--- src/rtl/seg_to_hex_decoder.sv ---
// Decodes a settled seven-segment pattern back to a hex nibble on a valid/ready
// port and packs accepted digits into a word. Define SEG_ACTIVE_LOW_EN for common-anode inputs.
module seg_to_hex_decoder #(
    parameter int STABLE_CYCLES = 3,
    parameter int DIGITS        = 4
) (
    input  logic                  clk,
    input  logic                  reset,
    input  logic [6:0]            segIn,
    input  logic                  hexReady,
    output logic [3:0]            hexOut,
    output logic                  hexValid,
    output logic                  errPulse,
    output logic [DIGITS*4-1:0]   wordOut,
    output logic                  wordValid
);

    localparam int WORD_W = DIGITS * 4;
    localparam int CNT_W  = $clog2(STABLE_CYCLES + 1);
    localparam int DIG_W  = (DIGITS > 1) ? $clog2(DIGITS) : 1;
    localparam logic [CNT_W-1:0] CNT_MAX  = CNT_W'(STABLE_CYCLES);
    localparam logic [CNT_W-1:0] CNT_FIRE = CNT_W'(STABLE_CYCLES - 1);
    localparam logic [DIG_W-1:0] DIG_LAST = DIG_W'(DIGITS - 1);

    typedef enum logic [1:0] {
        SETTLE,
        EMIT,
        LOCKED
    } state_t;

    state_t              state;
    logic [6:0]          segLevel;
    logic [6:0]          segQ;
    logic                change;
    logic [CNT_W-1:0]    stableCnt;
    logic                changed;
    logic [DIG_W-1:0]    digitCnt;
    logic [WORD_W-1:0]   shift;
    logic [WORD_W-1:0]   newShift;
    logic                handshake;
    logic                glyphOk;
    logic                glyphBlank;
    logic [3:0]          glyphNibble;

`ifdef SEG_ACTIVE_LOW_EN
    assign segLevel = ~segIn;
`else
    assign segLevel = segIn;
`endif

    assign change    = (segLevel != segQ);
    assign handshake = hexValid && hexReady;
    assign newShift  = (shift << 4) | WORD_W'(hexOut);

    always_ff @(posedge clk) begin
        segQ <= segLevel;
    end

    always_comb begin
        glyphOk     = 1'b1;
        glyphBlank  = 1'b0;
        glyphNibble = 4'h0;
        case (segQ)
            7'h7E: glyphNibble = 4'h0;
            7'h30: glyphNibble = 4'h1;
            7'h6D: glyphNibble = 4'h2;
            7'h79: glyphNibble = 4'h3;
            7'h33: glyphNibble = 4'h4;
            7'h5B: glyphNibble = 4'h5;
            7'h5F: glyphNibble = 4'h6;
            7'h70: glyphNibble = 4'h7;
            7'h7F: glyphNibble = 4'h8;
            7'h7B: glyphNibble = 4'h9;
            7'h77: glyphNibble = 4'hA;
            7'h1F: glyphNibble = 4'hB;
            7'h4E: glyphNibble = 4'hC;
            7'h3D: glyphNibble = 4'hD;
            7'h4F: glyphNibble = 4'hE;
            7'h47: glyphNibble = 4'hF;
            7'h00: begin
                glyphOk    = 1'b0;
                glyphBlank = 1'b1;
            end
            default: glyphOk = 1'b0;
        endcase
    end

    // Leaving EMIT for SETTLE restarts the settle window so the new pattern gets a full hold time.
    always_ff @(posedge clk) begin
        if (reset) begin
            state     <= SETTLE;
            stableCnt <= '0;
            changed   <= 1'b0;
            digitCnt  <= '0;
            shift     <= '0;
            hexOut    <= 4'h0;
            hexValid  <= 1'b0;
            errPulse  <= 1'b0;
            wordOut   <= '0;
            wordValid <= 1'b0;
        end else begin
            errPulse  <= 1'b0;
            wordValid <= 1'b0;

            if (change)
                stableCnt <= '0;
            else if (stableCnt != CNT_MAX)
                stableCnt <= stableCnt + 1'b1;

            case (state)
                SETTLE: begin
                    if (!change && stableCnt >= CNT_FIRE) begin
                        if (glyphOk) begin
                            hexOut   <= glyphNibble;
                            hexValid <= 1'b1;
                            state    <= EMIT;
                        end else if (glyphBlank) begin
                            state <= LOCKED;
                        end else begin
                            errPulse <= 1'b1;
                            digitCnt <= '0;
                            shift    <= '0;
                            state    <= LOCKED;
                        end
                    end
                end
                EMIT: begin
                    if (handshake) begin
                        hexValid <= 1'b0;
                        changed  <= 1'b0;
                        shift    <= newShift;
                        if (digitCnt == DIG_LAST) begin
                            wordOut   <= newShift;
                            wordValid <= 1'b1;
                            digitCnt  <= '0;
                        end else begin
                            digitCnt <= digitCnt + 1'b1;
                        end
                        if (changed || change) begin
                            state     <= SETTLE;
                            stableCnt <= '0;
                        end else begin
                            state <= LOCKED;
                        end
                    end else if (change) begin
                        changed <= 1'b1;
                    end
                end
                LOCKED: begin
                    if (change)
                        state <= SETTLE;
                end
                default: state <= SETTLE;
            endcase
        end
    end

endmodule
--- config.mk ---
export PLATFORM = sky130hd
export DESIGN_NAME = seg_to_hex_decoder
export DESIGN_NICKNAME = d
export VERILOG_FILES = /design/src/rtl/seg_to_hex_decoder.sv
export SDC_FILE = /design/constraint.sdc
export NUM_CORES = 1
export LEC_CHECK = 0
export BUFFER_PORTS_ARGS = -buffer_cell sky130_fd_sc_hd__buf_4
export CORE_AREA = 2 2 77 79
export DETAILED_ROUTE_END_ITERATION = 16
export DIE_AREA = 0 0 79 81
export GPL_ROUTABILITY_DRIVEN = 1
export PLACE_DENSITY = 0.64
export SLEW_MARGIN = 20
export SYNTH_ARGS = -nofsm -noshare
export SYNTH_HDL_FRONTEND = slang
export SYNTH_SLANG_ARGS = --single-unit
--- constraint.sdc ---
create_clock -name clk -period 2.1 [get_ports clk]
set_input_delay 0.315 -clock clk [delete_from_list [all_inputs] [get_ports clk]]
set_output_delay 0.315 -clock clk [all_outputs]
set_load 0.01 [all_outputs]
==> Yosys cells after proc, flatten, opt, wreduce, memory -nomap -nowiden <==
Index checks and enable logic that the tools add are counted.
{ "word_totals": {"register_bits": 49, "in_bits": 10, "output_inout_bits": 23, "word_cells": 96} }
{ "op_classes": {"add_sub_neg": 2, "order_cmp": 1, "n_eq_ne": 27, "muxes": 33, "n_bitwise": 5, "reduce_logical": 17} }
{ "ops": {"columns": ["operator", "n"], "rows": [
  ["$eq 7x7->1 const B", 12],
  ["$pmux 4 s15", 1],
  ["$mux 12", 4],
  ["$mux 2", 15],
  ["$pmux 12 s2", 1],
  ["$eq 7x6->1 const B", 3],
  ["$or 16x4->16", 1],
  ["$reduce_or 16->1", 1],
  ["$ne 2x2->1 const B", 7],
  ["$mux 1", 9],
  ["$reduce_and 3->1", 3],
  ["$eq 7x5->1 const B", 1],
  ["$logic_not 7->1", 1],
  ["$ne 7x7->1", 1],
  ["$pmux 2 s3", 1],
  ["$reduce_and 5->1", 1],
  ["$add 2x1->2 const B", 2],
  ["$eq 2x2->1 const B", 2],
  ["$not 1->1", 4],
  ["$pmux 2 s2", 1],
  ["$reduce_and 4->1", 1],
  ["$reduce_bool 2->1", 2],
  ["$reduce_or 4->1", 1],
  ["$reduce_or 3->1", 1],
  ["8 further kinds", 9]
]} }

==> Depth between registers and ports, before layout <==
{ "depth": {"depth_word": 6, "ltp_mapped": 8, "ltp_nobuf": 5} }

==> Worst setup path after synthesis <==
OpenSTA, ideal clock, no wires.
{ "synth_path": {"kind": "register -> register", "start": "register segQ[1]", "end": "register hexOut[2]", "setup_time_ns": 0.134, "t_arrival_ns": 1.886, "required_ns": 1.966, "setup_slack_ns": 0.080, "path_stages_with_launch": 7, "n_path_buf": 1, "synth_period_minus_slack_ns": 2.020, "path_cell_list": "dfxtp_1 buf_6 or4_4 o32a_1 nor4b_4 a2111oi_1 a211oi_1"} }
{ "synth_via": {"elab_chain_len": 4, "elab_cells_between_ends": 23, "classes_between": "17 x eq/ne; 2 x mux; 4 x reduce/logical"} }
{ "synth_rtl": {"columns": ["item", "line_no", "source"], "rows": [
  ["start, declared", "33", "logic [6:0] segQ;"],
  ["start signal, assigned", "56", "segQ <= segLevel;"],
  ["$eq 7x7->1 (tied with other cells)", "63", "case (segQ)"],
  ["$reduce_or 16->1 (no line) / $logic_not 1->1 (equally long branches)", null, null],
  ["$mux 1 / $logic_and 1x1->1 (equally long branches)", "63, 112", null],
  ["$reduce_and 3->1 (no line)", null, null],
  ["end signal, assigned", "114", "hexOut <= glyphNibble;"],
  ["end, declared", "11", "output logic [3:0] hexOut,"]
]} }
Parallel ways exist; a longest one is shown, timed or not.
A chain may end at the register's enable or synchronous reset.

==> Final worst setup path <==
{ "layout_path": {"start": "register segQ[3]", "end": "register hexOut[2]"} }
The elaborated chain is that of the path after synthesis.

==> flow_metrics.env <==
export IMPL_status="finished, final reports clean"
export IMPL_globalplace_congestion=0.808
export IMPL_whs_ns=0.123
export IMPL_layout_cells_non_filler=357
export IMPL_dr_pass1_iters=4
export IMPL_ys_warnings_count=0
export IMPL_die_area_um2=6400
export IMPL_final_common_cell="buf_4"
export IMPL_hpwl_um=3360
export IMPL_relSlewSlack_pct=67.7
export IMPL_cap_violations=0
export IMPL_cp_data_required_time_ns=2.28
export IMPL_grt_usage_pct=15.5
export IMPL_core_um2=5680
export IMPL_numCtsBuffers=5
export IMPL_clockBufferDepth=2
export IMPL_grt_pass1_vias=1758
export IMPL_port_buffers=32
export IMPL_synth_mux_area_share_pct=0
export IMPL_dp_cells=349
export IMPL_synth_edff_count=0
export IMPL_max_stage_delay_ns=0.52
export IMPL_synthCells=240
export IMPL_critPathArrivalTime_ns=2.23
export IMPL_worstSetupPathType="reg2reg"
export IMPL_drt_total_wl_um=4680
export IMPL_period_minus_slack_ns=2.05
export IMPL_grt_pass1_wl_um=7940
export IMPL_synth_fa_ha_area_share_pct=0.579
export IMPL_die_h_um=81
export IMPL_cts_tree="done"
export IMPL_clkSinkCount=49
export IMPL_grt_overflow=0
export IMPL_crit_path_end_kind="flip-flop"
export IMPL_yosys_area_top_type="dfxtp_1"
export IMPL_final_cell_mix="buf_4, dfxtp_1, nand2_1"
export IMPL_io_pins=33
export IMPL_path_cells="or4_4, o32a_1, nor4b_4, a2111oi_1, a211oi_1"
export IMPL_synth_cell_type_count=52
export IMPL_syn_num_nets=251
export IMPL_hold_buffers=0
export IMPL_cp_max_fo=7
export IMPL_synth_xor_area_share_pct=3.24
export IMPL_cts_reportedPaths_clkPinSlew_ns=0.09
export IMPL_viasPerCell=5.13
export IMPL_grt_max_degree=32
export IMPL_fin_nets=292
export IMPL_clk_latency_ns=0.31
export IMPL_synth_compound_area_share_pct=22.2
export IMPL_seq_area_frac_synth_pct=45.4
export IMPL_syn_area_um2=2160
export IMPL_first_iter_violations=61
export IMPL_diodes=0
export IMPL_hp_class="in2reg"
export IMPL_drtAntennaViolNets=0
export IMPL_post_route_util_pct=47.6
export IMPL_cts_htree_levels=2
export IMPL_worstMarginPinSlew_ns=0.482
export IMPL_rsz0062_at_grt="true"
export IMPL_synth_top_area_share_pct=45.4
export IMPL_drc=0
export IMPL_wl_per_cell_um=13.1
export IMPL_finalSetupViolations=0
export IMPL_finClkSkew_ns=0.00688
export IMPL_hold_viol_final=0
export IMPL_yosys_area_share_simple_pct=22.5
export IMPL_root_buffer="clkbuf_8"
export IMPL_rows=28
export IMPL_p_leak_nw=0.992
export IMPL_max_freq_mhz=488
export IMPL_synth_avg_cell_area_um2=9.01
export IMPL_cts_setup_buffers=0
export IMPL_syn2layout_area_growth_pct=24.9
export IMPL_synth_async_sr_flop_share_pct=0
export IMPL_vias=1832
export IMPL_peakVddDrop_mv=0.401
export IMPL_die_w_um=79
export IMPL_ys_ff_latch=49
export IMPL_powerDensity_nw_per_um2=651
export IMPL_netlist_top_cells_area="dfxtp_1, nand2_1, a22o_1"
export IMPL_min_period_over_period_pct=97.6
export IMPL_synth_top_family_by_area="simple AND/OR/NAND/NOR gates"
export IMPL_synthFlopType="dfxtp_1"
export IMPL_crit_path_top_delay_cell="or4_4"
export IMPL_start_util_pct=38.1
export IMPL_start_kind="flip-flop"
export IMPL_slew_viol_final=0
export IMPL_grt_antenna_before_repair=0
export IMPL_layout_drive_gt1_share_pct=26.6
==> through the flow <==
| step | setup slack, ns | TNS (ns) | cell area (µm²) | power, W |
|---|---|---|---|---|
| finish | 0.0514 | 0 | 2700 | 0.00176 |
| global route | -0.0240 | -0.0466 | 2700 | 0.00182 |
| CTS | 0.0130 | 0 | 2680 | 0.00177 |
| detailed placement | 0.0547 | 0 | 2560 | 0.00109 |
| global placement | 0.0896 | 0 | 2560 | 0.00109 |
| floorplan | 0.0797 | 0 | 2160 | 0.00104 |
==> sequential cells by signal, indices dropped and copies added, names as in the netlist <==
register,flops
stableCnt,2
hexValid,1
wordValid,1
state,2
segQ,7
shift,12
wordOut,16
errPulse,1
hexOut,4
digitCnt,2
changed,1
==> logic make-up (layout without fill, tap and decap cells) <==
group / count (synthesis) / in the layout
and+or+nand+nor: 90 / 90
AOI/OAI and AO/OA: 66 / 66
DFF: 49 / 49
buffers and inverters: 26 / 68
xor gates and xnor gates: 8 / 8
adders and majority gates: 1 / 1
==> cell usage after synthesis, types with 4 or more instances <==
cell type and number:
dfxtp_1 49, buf_2 4, o21ai_0 7, a22o_1 13, a21oi_1 19, nand2_1 41
nor3_1 4, inv_1 5, a211oi_1 4, nand3_1 8, clkbuf_1 11, nor2_1 9
buf_4 4, xnor2_1 8
==> timing repair <==
action | 4_1_cts | 5_1_grt
gates resized for setup | 2 | 6
pin swaps | 0 | 2
setup endpoints to repair | 1 | 19
==> power by group <==
group          total [W]  internal [W]  switching [W]
Sequential      0.000949      0.000936      0.0000122
Clock           0.000685      0.000357       0.000328
Combinational   0.000124     0.0000587      0.0000655
==> worst max-delay path: cells and delay by family (launching register included) <==
kind            cells  cell delay, ns
simple gates        2            0.69
flops               1            0.36
compound gates      3            0.88
==> routing by layer <==
layer  track usage [%]  vias up  share of wire [%]
met3              3.67        6                4.5
met2              25.8       36                 48
met1              19.5      842                 46
li1                  -      948                  -
met4              6.03        0                1.1
met5                 0        -                  0
==> layout make-up <==
type | count | area [µm²]
clock buffers | 5 | 68.8
clock inverters | 3 | 43.8
fillers | 569 | 2980
inverters | 5 | 18.8
multi-input cells | 165 | 1080
flip-flops and latches | 49 | 985
well taps | 75 | 93.8
repair buffers | 55 | 413
==> worst paths after layout <==
kind | startpoint | end | slack, ns | depth (start not counted)
max | segQ[3] | hexOut[2] | 0.05 | 5
min | segIn[3] | segQ[3] | 0.12 | 1
max reg2reg | segQ[3] | hexOut[2] | 0.05 | 5
min reg2reg | wordOut[4] | wordOut[4] | 0.46 | 2
Power figures use the tool's default switching activity.
